[config.mk]
export PLATFORM = sky130hd
export DESIGN_NAME = fetch_unit
export DESIGN_NICKNAME = d
export VERILOG_FILES = /design/src/rtl/fetch_unit.sv
export SDC_FILE = /design/constraint.sdc
export NUM_CORES = 1
export LEC_CHECK = 0
export BUFFER_PORTS_ARGS = -buffer_cell sky130_fd_sc_hd__buf_4
export CORE_MARGIN = 2
export CORE_UTILIZATION = 46
export CTS_BUF_LIST = sky130_fd_sc_hd__clkbuf_16
export DETAILED_ROUTE_END_ITERATION = 8
export PLACE_DENSITY = 0.88
export SYNTH_ARGS = -nofsm -noshare
export SYNTH_HDL_FRONTEND = slang
export SYNTH_SLANG_ARGS = --single-unit
[constraint.sdc]
create_clock -name clk -period 2.1 [get_ports clk]
set_input_delay 0.42 -clock clk [delete_from_list [all_inputs] [get_ports clk]]
set_output_delay 0.42 -clock clk [all_outputs]
set_load 0.05 [all_outputs]
[src/rtl/fetch_unit.sv]
// Instruction fetch stage: owns the architectural PC, fetches 16-bit words over
// a req/ack memory handshake and hands each one to decode over valid/ready.
module fetch_unit #(
    parameter logic [15:0] RESET_PC    = 16'h0000,
    parameter logic [3:0]  HALT_OPCODE = 4'hF
) (
    input  logic        clk,
    input  logic        rst,
    output logic        imem_req,
    output logic [15:0] imem_addr,
    input  logic        imem_ack,
    input  logic [15:0] imem_data,
    output logic [15:0] instr,
    output logic        instr_valid,
    input  logic        instr_ready,
    input  logic        stall,
    input  logic [15:0] next_pc,
    output logic [15:0] pc,
    output logic        halted,
    output logic        align_err,
    output logic [15:0] instr_count,
    output logic [1:0]  dbg_state
);

    // Handshakes:
    //   imem: imem_req is high for the whole FETCH state with imem_addr held at
    //         pc; a cycle with imem_req & imem_ack transfers imem_data.
    //   decode: instr_valid is high for the whole ISSUE state with instr held;
    //         a cycle with instr_valid & instr_ready & !stall retires instr.
    typedef enum logic [1:0] {
        IDLE   = 2'd0,
        FETCH  = 2'd1,
        ISSUE  = 2'd2,
        HALTED = 2'd3
    } state_t;

    state_t      state_q, state_d;
    logic [15:0] pc_q, pc_d;
    logic [15:0] instr_q, instr_d;
    logic        align_err_q, align_err_d;
    logic [15:0] count_q, count_d;

    logic retire;
    logic is_halt;

    assign retire  = (state_q == ISSUE) && instr_ready && !stall;
    assign is_halt = (instr_q[15:12] == HALT_OPCODE);

    always_ff @(posedge clk or posedge rst) begin
        if (rst) begin
            state_q     <= IDLE;
            pc_q        <= RESET_PC;
            instr_q     <= 16'h0000;
            align_err_q <= 1'b0;
            count_q     <= 16'h0000;
        end else begin
            state_q     <= state_d;
            pc_q        <= pc_d;
            instr_q     <= instr_d;
            align_err_q <= align_err_d;
            count_q     <= count_d;
        end
    end

    always_comb begin
        state_d     = state_q;
        pc_d        = pc_q;
        instr_d     = instr_q;
        align_err_d = align_err_q;
        count_d     = count_q;

        unique case (state_q)
            IDLE: begin
                state_d = FETCH;
            end
            FETCH: begin
                if (imem_ack) begin
                    instr_d = imem_data;
                    state_d = ISSUE;
                end
            end
            ISSUE: begin
                if (retire) begin
                    // A retired halt freezes pc and the counter where they stand.
                    if (is_halt) begin
                        state_d = HALTED;
                    end else begin
                        pc_d    = {next_pc[15:1], 1'b0};
                        count_d = count_q + 16'd1;
                        state_d = FETCH;
                        if (next_pc[0]) begin
                            align_err_d = 1'b1;
                        end
                    end
                end
            end
            HALTED: begin
                state_d = HALTED;
            end
            default: begin
                state_d = IDLE;
            end
        endcase
    end

    // Outputs come only from registers, so reset clears imem_req immediately.
    assign imem_req    = (state_q == FETCH);
    assign imem_addr   = pc_q;
    assign instr       = instr_q;
    assign instr_valid = (state_q == ISSUE);
    assign pc          = pc_q;
    assign halted      = (state_q == HALTED);
    assign align_err   = align_err_q;
    assign instr_count = count_q;
    assign dbg_state   = state_q;

endmodule

==> results by group, run 1 <==
Critical path
  • CP arrival: 1.81 ns
  • Req. time, crit path: 2.31 ns
  • Critical Path Max Stage Delay: 0.45 ns
  • Crit path launch: dbg_state[0]$_DFFE_PP0P_
  • Worst Setup Path Type: reg2reg
  • Critical path capture point: instr_count[11]$_DFFE_PP0P_
  • Reg2Reg Depth: 4
  • Worst Path Max Fanout: 11
  • CP max stage cell: dfrtp_1
  • Crit-path cells: and4bb_1, nand2_2, nor4b_1, xor2_1
  • Reg2reg start: dbg_state[0]$_DFFE_PP0P_
  • Worst R2R End: instr_count[11]$_DFFE_PP0P_
  • CP Capture Type: flip-flop
  • Reg-to-reg slack, setup: 0.50 ns
  • Crit start category: flip-flop

Route
  • Detail Route Antenna Nets: 0
  • DR iter-0 viols: 107
  • DRC errors left: 0
  • Final wirelength: 4.74 mm
  • Detailed-route via count: 1,715
  • First-pass DRT Iterations: 4
  • Via-to-Cell Ratio: 4.99
  • Wire per inst: 13.8 µm

Global route
  • Wire length of the first global-routing pass: 7.76 mm
  • Overflow after GRT: 0
  • Gr usage total: 0.188
  • Vias in the first global route: 1,664
  • Largest net degree at the start of global routing: 51
  • Initial antenna violation count: 0

Synth
  • Syn_area_per_cell: 11.4 µm²
  • Synthesis Warnings: 0
  • Synth Area in Compound Gates: 0.0113
  • Synth Area in XOR/XNOR: 0.0596
  • Syn Inst Count: 194
  • Async SR Flop Fraction: 1.00
  • Mux share of post-synthesis cell area: 0.0817
  • Adder-cell share of the synthesized area: 0.00567
  • Main flop type after synthesis: dfrtp_1
  • Post-synthesis sequential area ratio: 0.567
  • Post-synth top cells: nand2_1 (52), dfrtp_1 (50), buf_4 (18), mux2_2 (16), xnor2_1 (10)
  • Synth Register Bits: 50
  • EDFF count, synth: 0
  • Yosys top cell by area: dfrtp_1
  • Mapped Area: 2210 µm²
  • Simple-gate area share of the yosys netlist: 0.196
  • Top cells by area, synth: dfrtp_1 (57%), nand2_1 (8.8%), mux2_2 (8.2%), buf_4 (6.1%), xnor2_1 (4.0%)
  • Area share of the largest cell type after synthesis: 0.567
  • Most common cell in the netlist: nand2_1
  • Synth cell types: 33
  • Largest family of logic cells by synthesized area: simple AND/OR/NAND/NOR gates

Worst hold path
  • Worst min-delay path class: in2async

Final layout
  • Ant diodes: 0
  • Post-route insts no fill: 344
  • Layout cells sized above 1: 0.472
  • Syn-to-layout area delta: 41.6%
  • # nets final: 327
  • Fillers: 372

CTS
  • CTS tree: yes
  • # hold bufs at CTS: 0
  • Post-CTS sizing: 0
  • Clock Pin Slew Worst Setup and Hold Paths: 0.06 ns
  • CTS sink cnt: 50
  • H-tree levels: 2
  • Clk_lat worst skew: 0.28 ns
  • Maximum clock insertion buffer count: 2
  • Total CTS buffers: 5
  • Root buffer cell: clkbuf_16
  • Setup bufs post-CTS: 0

Run
  • Total of max-cap violations: 0

Timing
  • Fmax: 0.625 GHz
  • Final Skew: 0.00336 ns
  • Unrepaired setup endpoints after global routing: false
  • Relative slew slack: 0.575
  • Worst-Margin Slew: 0.638 ns
  • Setup_tns: 0 ns
  • Setup violations, final: 0
  • Final Max Slew Viols: 0
  • Fin crit period: 1.60 ns
  • Final period util: 0.762
  • Final Hold Vio Count: 0

Floorplanning
  • Initial Util: 0.473
  • Chip height: 73.3 µm
  • Die Area: 5370 µm²
  • Die Wd: 73.3 µm
  • Rows: 25
  • I/O pin count: 107
  • Core ar.: 4660 µm²

Pwr
  • P per Cell Area: 1760 nW/µm²
  • Worst vdd ir: 0.00116 V
  • Pleak: 1.67 nW

Placement
  • Placed Cells: 336
  • Gp weighted congestion: 0.756
  • PortBufs: 104
  • Post-detail-place hpwl: 3.60 mm

Status
  • Status: finished clean
## stage by stage
step	total power [mW]	setup WS (ns)	utilization	hold WS (ns)	cell area [µm²]
2_1_floorplan	3.76	0.190	-	0.525	2210
3_3_place_gp	4.49	0.485	0.630	0.440	2930
3_5_place_dp	4.54	0.466	0.630	0.445	2930
4_1_cts	5.55	0.491	0.670	0.328	3120
5_1_grt	5.75	0.319	0.670	0.326	3120
6_report	5.50	0.500	0.670	0.302	3120
## state kept, by name (all words and copies together) (netlist names)
name and cells:
align_err 1, imem_addr 15, instr 16, dbg_state 2, instr_count 16
## cell families (layout without fill, tap and decap cells)
kind of cell | Yosys count | after routing
compound gates | 4 | 4
buf+inv | 24 | 119
xor+xnor | 15 | 15
flops | 50 | 50
simple gates | 83 | 83
other cells | 1 | 2
mux | 16 | 16
fa+ha+maj | 1 | 1
## power by group
part	switching (mW)	internal, mW
sequential	0.247	1.29
combinational	2.08	0.883
clock	0.324	0.678
total	2.65	2.85
## cells in the final DEF, fill, tap and decap left out, types with 4 or more instances in the layout
cell,n
and3_1,4
nand2_1,52
dfrtp_1,50
buf_4,109
nand4_1,5
nand3_1,5
xnor2_1,10
xor2_1,5
clkbuf_16,5
mux2_2,16
## layer usage
metal  global-route usage  routed length (µm)  up-vias
met5                    0                   0        -
met1                0.240                1900      827
met4               0.0412                  42        0
met2                0.313                2400       75
li1                     -                   -      807
met3               0.0604                 396        6
## final cells by class
cell class / count / area [µm²] / area share
multi-input combinational: 121 / 790 / 0.253
clock inverter: 3 / 63.8 / 0.0204
clock buffer: 5 / 125 / 0.0401
timing repair buffer: 109 / 818 / 0.262
inverter: 2 / 7.51 / 0.00240
sequential: 50 / 1250 / 0.401
tap: 54 / 67.6 / 0.0216
## worst max-delay path, delay by kind of cell (launching register included)
| family | cells | cell delay (ns) |
|---|---|---|
| simple gates | 3 | 0.90 |
| flops | 1 | 0.45 |
| xor+xnor | 1 | 0.17 |
## how the worst min path moves through the flow
stage | from | end | slack, ns | depth (start not counted)
after detailed placement | align_err$_DFFE_PP0P_ | align_err$_DFFE_PP0P_ | 0.45 | 1
after global placement | align_err$_DFFE_PP0P_ | align_err$_DFFE_PP0P_ | 0.44 | 1
after floorplan | next_pc[10] | imem_addr[10]$_DFFE_PP0P_ | 0.53 | 2
final | rst | instr[0]$_DFFE_PP0P_ | 0.30 | 3
after CTS | rst | instr[0]$_DFFE_PP0P_ | 0.33 | 3
after global routing | next_pc[7] | imem_addr[7]$_DFFE_PP0P_ | 0.33 | 3
(Power assumes the default switching activity.)
==> inputs of run 2 (changes only) <==
clock period = 1.5 ns   (was 2.1 ns; I/O delays follow)
==> results by group, run 2 (synthesis results as in run 1) <==
Final layout
  • # nets final: 336
  • Fillers: 363
  • Finished Core Util: 0.703
  • Syn-to-layout area delta: 48.6%
  • Most frequent cells in the layout: buf_4 (114), nand2_1 (51), dfrtp_1 (35)
  • Post-route insts no fill: 353
  • Ant diodes: 0
  • Most common cell after layout, fill and taps aside: buf_4
  • Layout cells sized above 1: 0.569

Timing
  • Final Skew: 0.00411 ns
  • Setup violations, final: 0
  • Final period util: 0.980
  • Unrepaired setup endpoints after global routing: true
  • Final Max Slew Viols: 0
  • Fin crit period: 1.47 ns
  • Fmax: 0.680 GHz
  • Final Hold Vio Count: 0

Floorplanning
  • Core ar.: 4660 µm²
  • Chip height: 73.3 µm
  • Die Wd: 73.3 µm
  • Die Area: 5370 µm²
  • Rows: 25
  • I/O pin count: 107
  • Initial Util: 0.473

Pwr
  • Switching share of power: 0.488
  • Psw: 3.76 mW
  • Pleak: 1.71 nW
  • Clock network fraction of total power: 0.158
  • Worst vdd ir: 0.00196 V
  • P per Cell Area: 2350 nW/µm²
  • Logic gate share of total power: 0.564
  • Pwr Total: 7.71 mW
  • Internal Pwr Total: 3.95 mW
  • Sequential power share: 0.278

CTS
  • Root buffer cell: clkbuf_16
  • CTS sink cnt: 50
  • Maximum clock insertion buffer count: 2
  • Clk_lat worst skew: 0.28 ns
  • H-tree levels: 2
  • Clock Pin Slew Worst Setup and Hold Paths: 0.06 ns
  • Total CTS buffers: 5
  • CTS tree: yes

Placement
  • Post-detail-place hpwl: 3.88 mm
  • PortBufs: 104
  • Placed Cells: 342
  • Gp weighted congestion: 0.760

Route
  • DR iter-0 viols: 89
  • Detailed-route via count: 1,754
  • Detail Route Antenna Nets: 0
  • Final wirelength: 5.07 mm
  • DRC errors left: 0
  • First-pass DRT Iterations: 4
  • Wire per inst: 14.4 µm
  • Via-to-Cell Ratio: 4.97

Global route
  • Largest net degree at the start of global routing: 32
  • Overflow after GRT: 0
  • Gr usage total: 0.206
  • Vias in the first global route: 1,756
  • Initial antenna violation count: 0
  • Wire length of the first global-routing pass: 8.38 mm

Critical path
  • CP max stage cell: dfrtp_2
  • Crit-path cells: buf_4, nor2b_2, buf_6
  • Req. time, crit path: 1.20 ns
  • CP bufs+invs: 2
  • Worst Setup Path Type: reg2out
  • Worst Path Max Fanout: 6
  • CP arrival: 1.17 ns
  • Critical Path Max Stage Delay: 0.43 ns
  • Critical path's top delay family: flip-flops
  • Crit start category: flip-flop
  • CP Capture Type: output port

Worst hold path
  • Worst min-delay path class: in2async

Status
  • Status: finished clean

Run
  • Total of max-cap violations: 0
==> run 2: power groups by stage <==
stage / combinational [mW] / sequential (mW) / clock [mW]
floorplan: 1.60 / 3.73 / 0
global placement: 4.24 / 2.13 / 0
detailed placement: 4.29 / 2.17 / 0
CTS: 4.32 / 2.16 / 1.26
global route: 4.55 / 2.21 / 1.31
finish: 4.35 / 2.14 / 1.22
==> run 2: metrics by stage <==
| step | setup TNS [ns] | worst slack, ns | hold slack (ns) | area, µm² |
|---|---|---|---|---|
| floorplan | -0.346 | -0.104 | 0.342 | 2260 |
| global placement | 0 | 0.0414 | 0.336 | 3040 |
| detailed placement | -0.0316 | -0.0316 | 0.345 | 3040 |
| CTS | -0.00191 | -0.00191 | 0.0413 | 3220 |
| global route | -0.0976 | -0.0559 | 0.0626 | 3280 |
| finish | 0 | 0.0300 | 0.0274 | 3280 |
==> run 2: repair_timing <==
action	in CTS	in global routing
hold buffers	0	0
buffers inserted	0	3
setup endpoints to repair	2	8
gates resized for setup	2	7
pin swaps	0	4
==> run 2: layer usage <==
layer  track usage  wire (µm)  vias up
met5             0          0        -
met4        0.0638         55        0
met3        0.0631        388        5
met2         0.361       2700       65
met1         0.242       1930      850
li1              -          -      834
==> run 2: final cells by class <==
| type | instances | area [µm²] | share of cell area |
|---|---|---|---|
| Inverter | 2 | 11.3 | 0.00344 |
| Multi-Input combinational cell | 121 | 856 | 0.261 |
| Sequential cell | 50 | 1270 | 0.388 |
| Clock buffer | 5 | 125 | 0.0382 |
| Timing Repair Buffer | 118 | 910 | 0.278 |
| Clock inverter | 3 | 37.5 | 0.0115 |
| Tap cell | 54 | 67.6 | 0.0206 |
==> run 2: worst paths after layout <==
check / start / endpoint / slack, ns / cells past startpoint
min reg2reg: align_err$_DFFE_PP0P_ / align_err$_DFFE_PP0P_ / 0.47 / 1
max reg2reg: dbg_state[0]$_DFFE_PP0P_ / instr_count[8]$_DFFE_PP0P_ / 0.05 / 5
max: dbg_state[1]$_DFFE_PP0P_ / imem_req / 0.03 / 3
min: rst / imem_addr[3]$_DFFE_PP0P_ / 0.03 / 2
max in group asynchronous: rst / instr_count[4]$_DFFE_PP0P_ / 0.98 / 3
min in group clk: next_pc[11] / imem_addr[11]$_DFFE_PP0P_ / 0.21 / 3
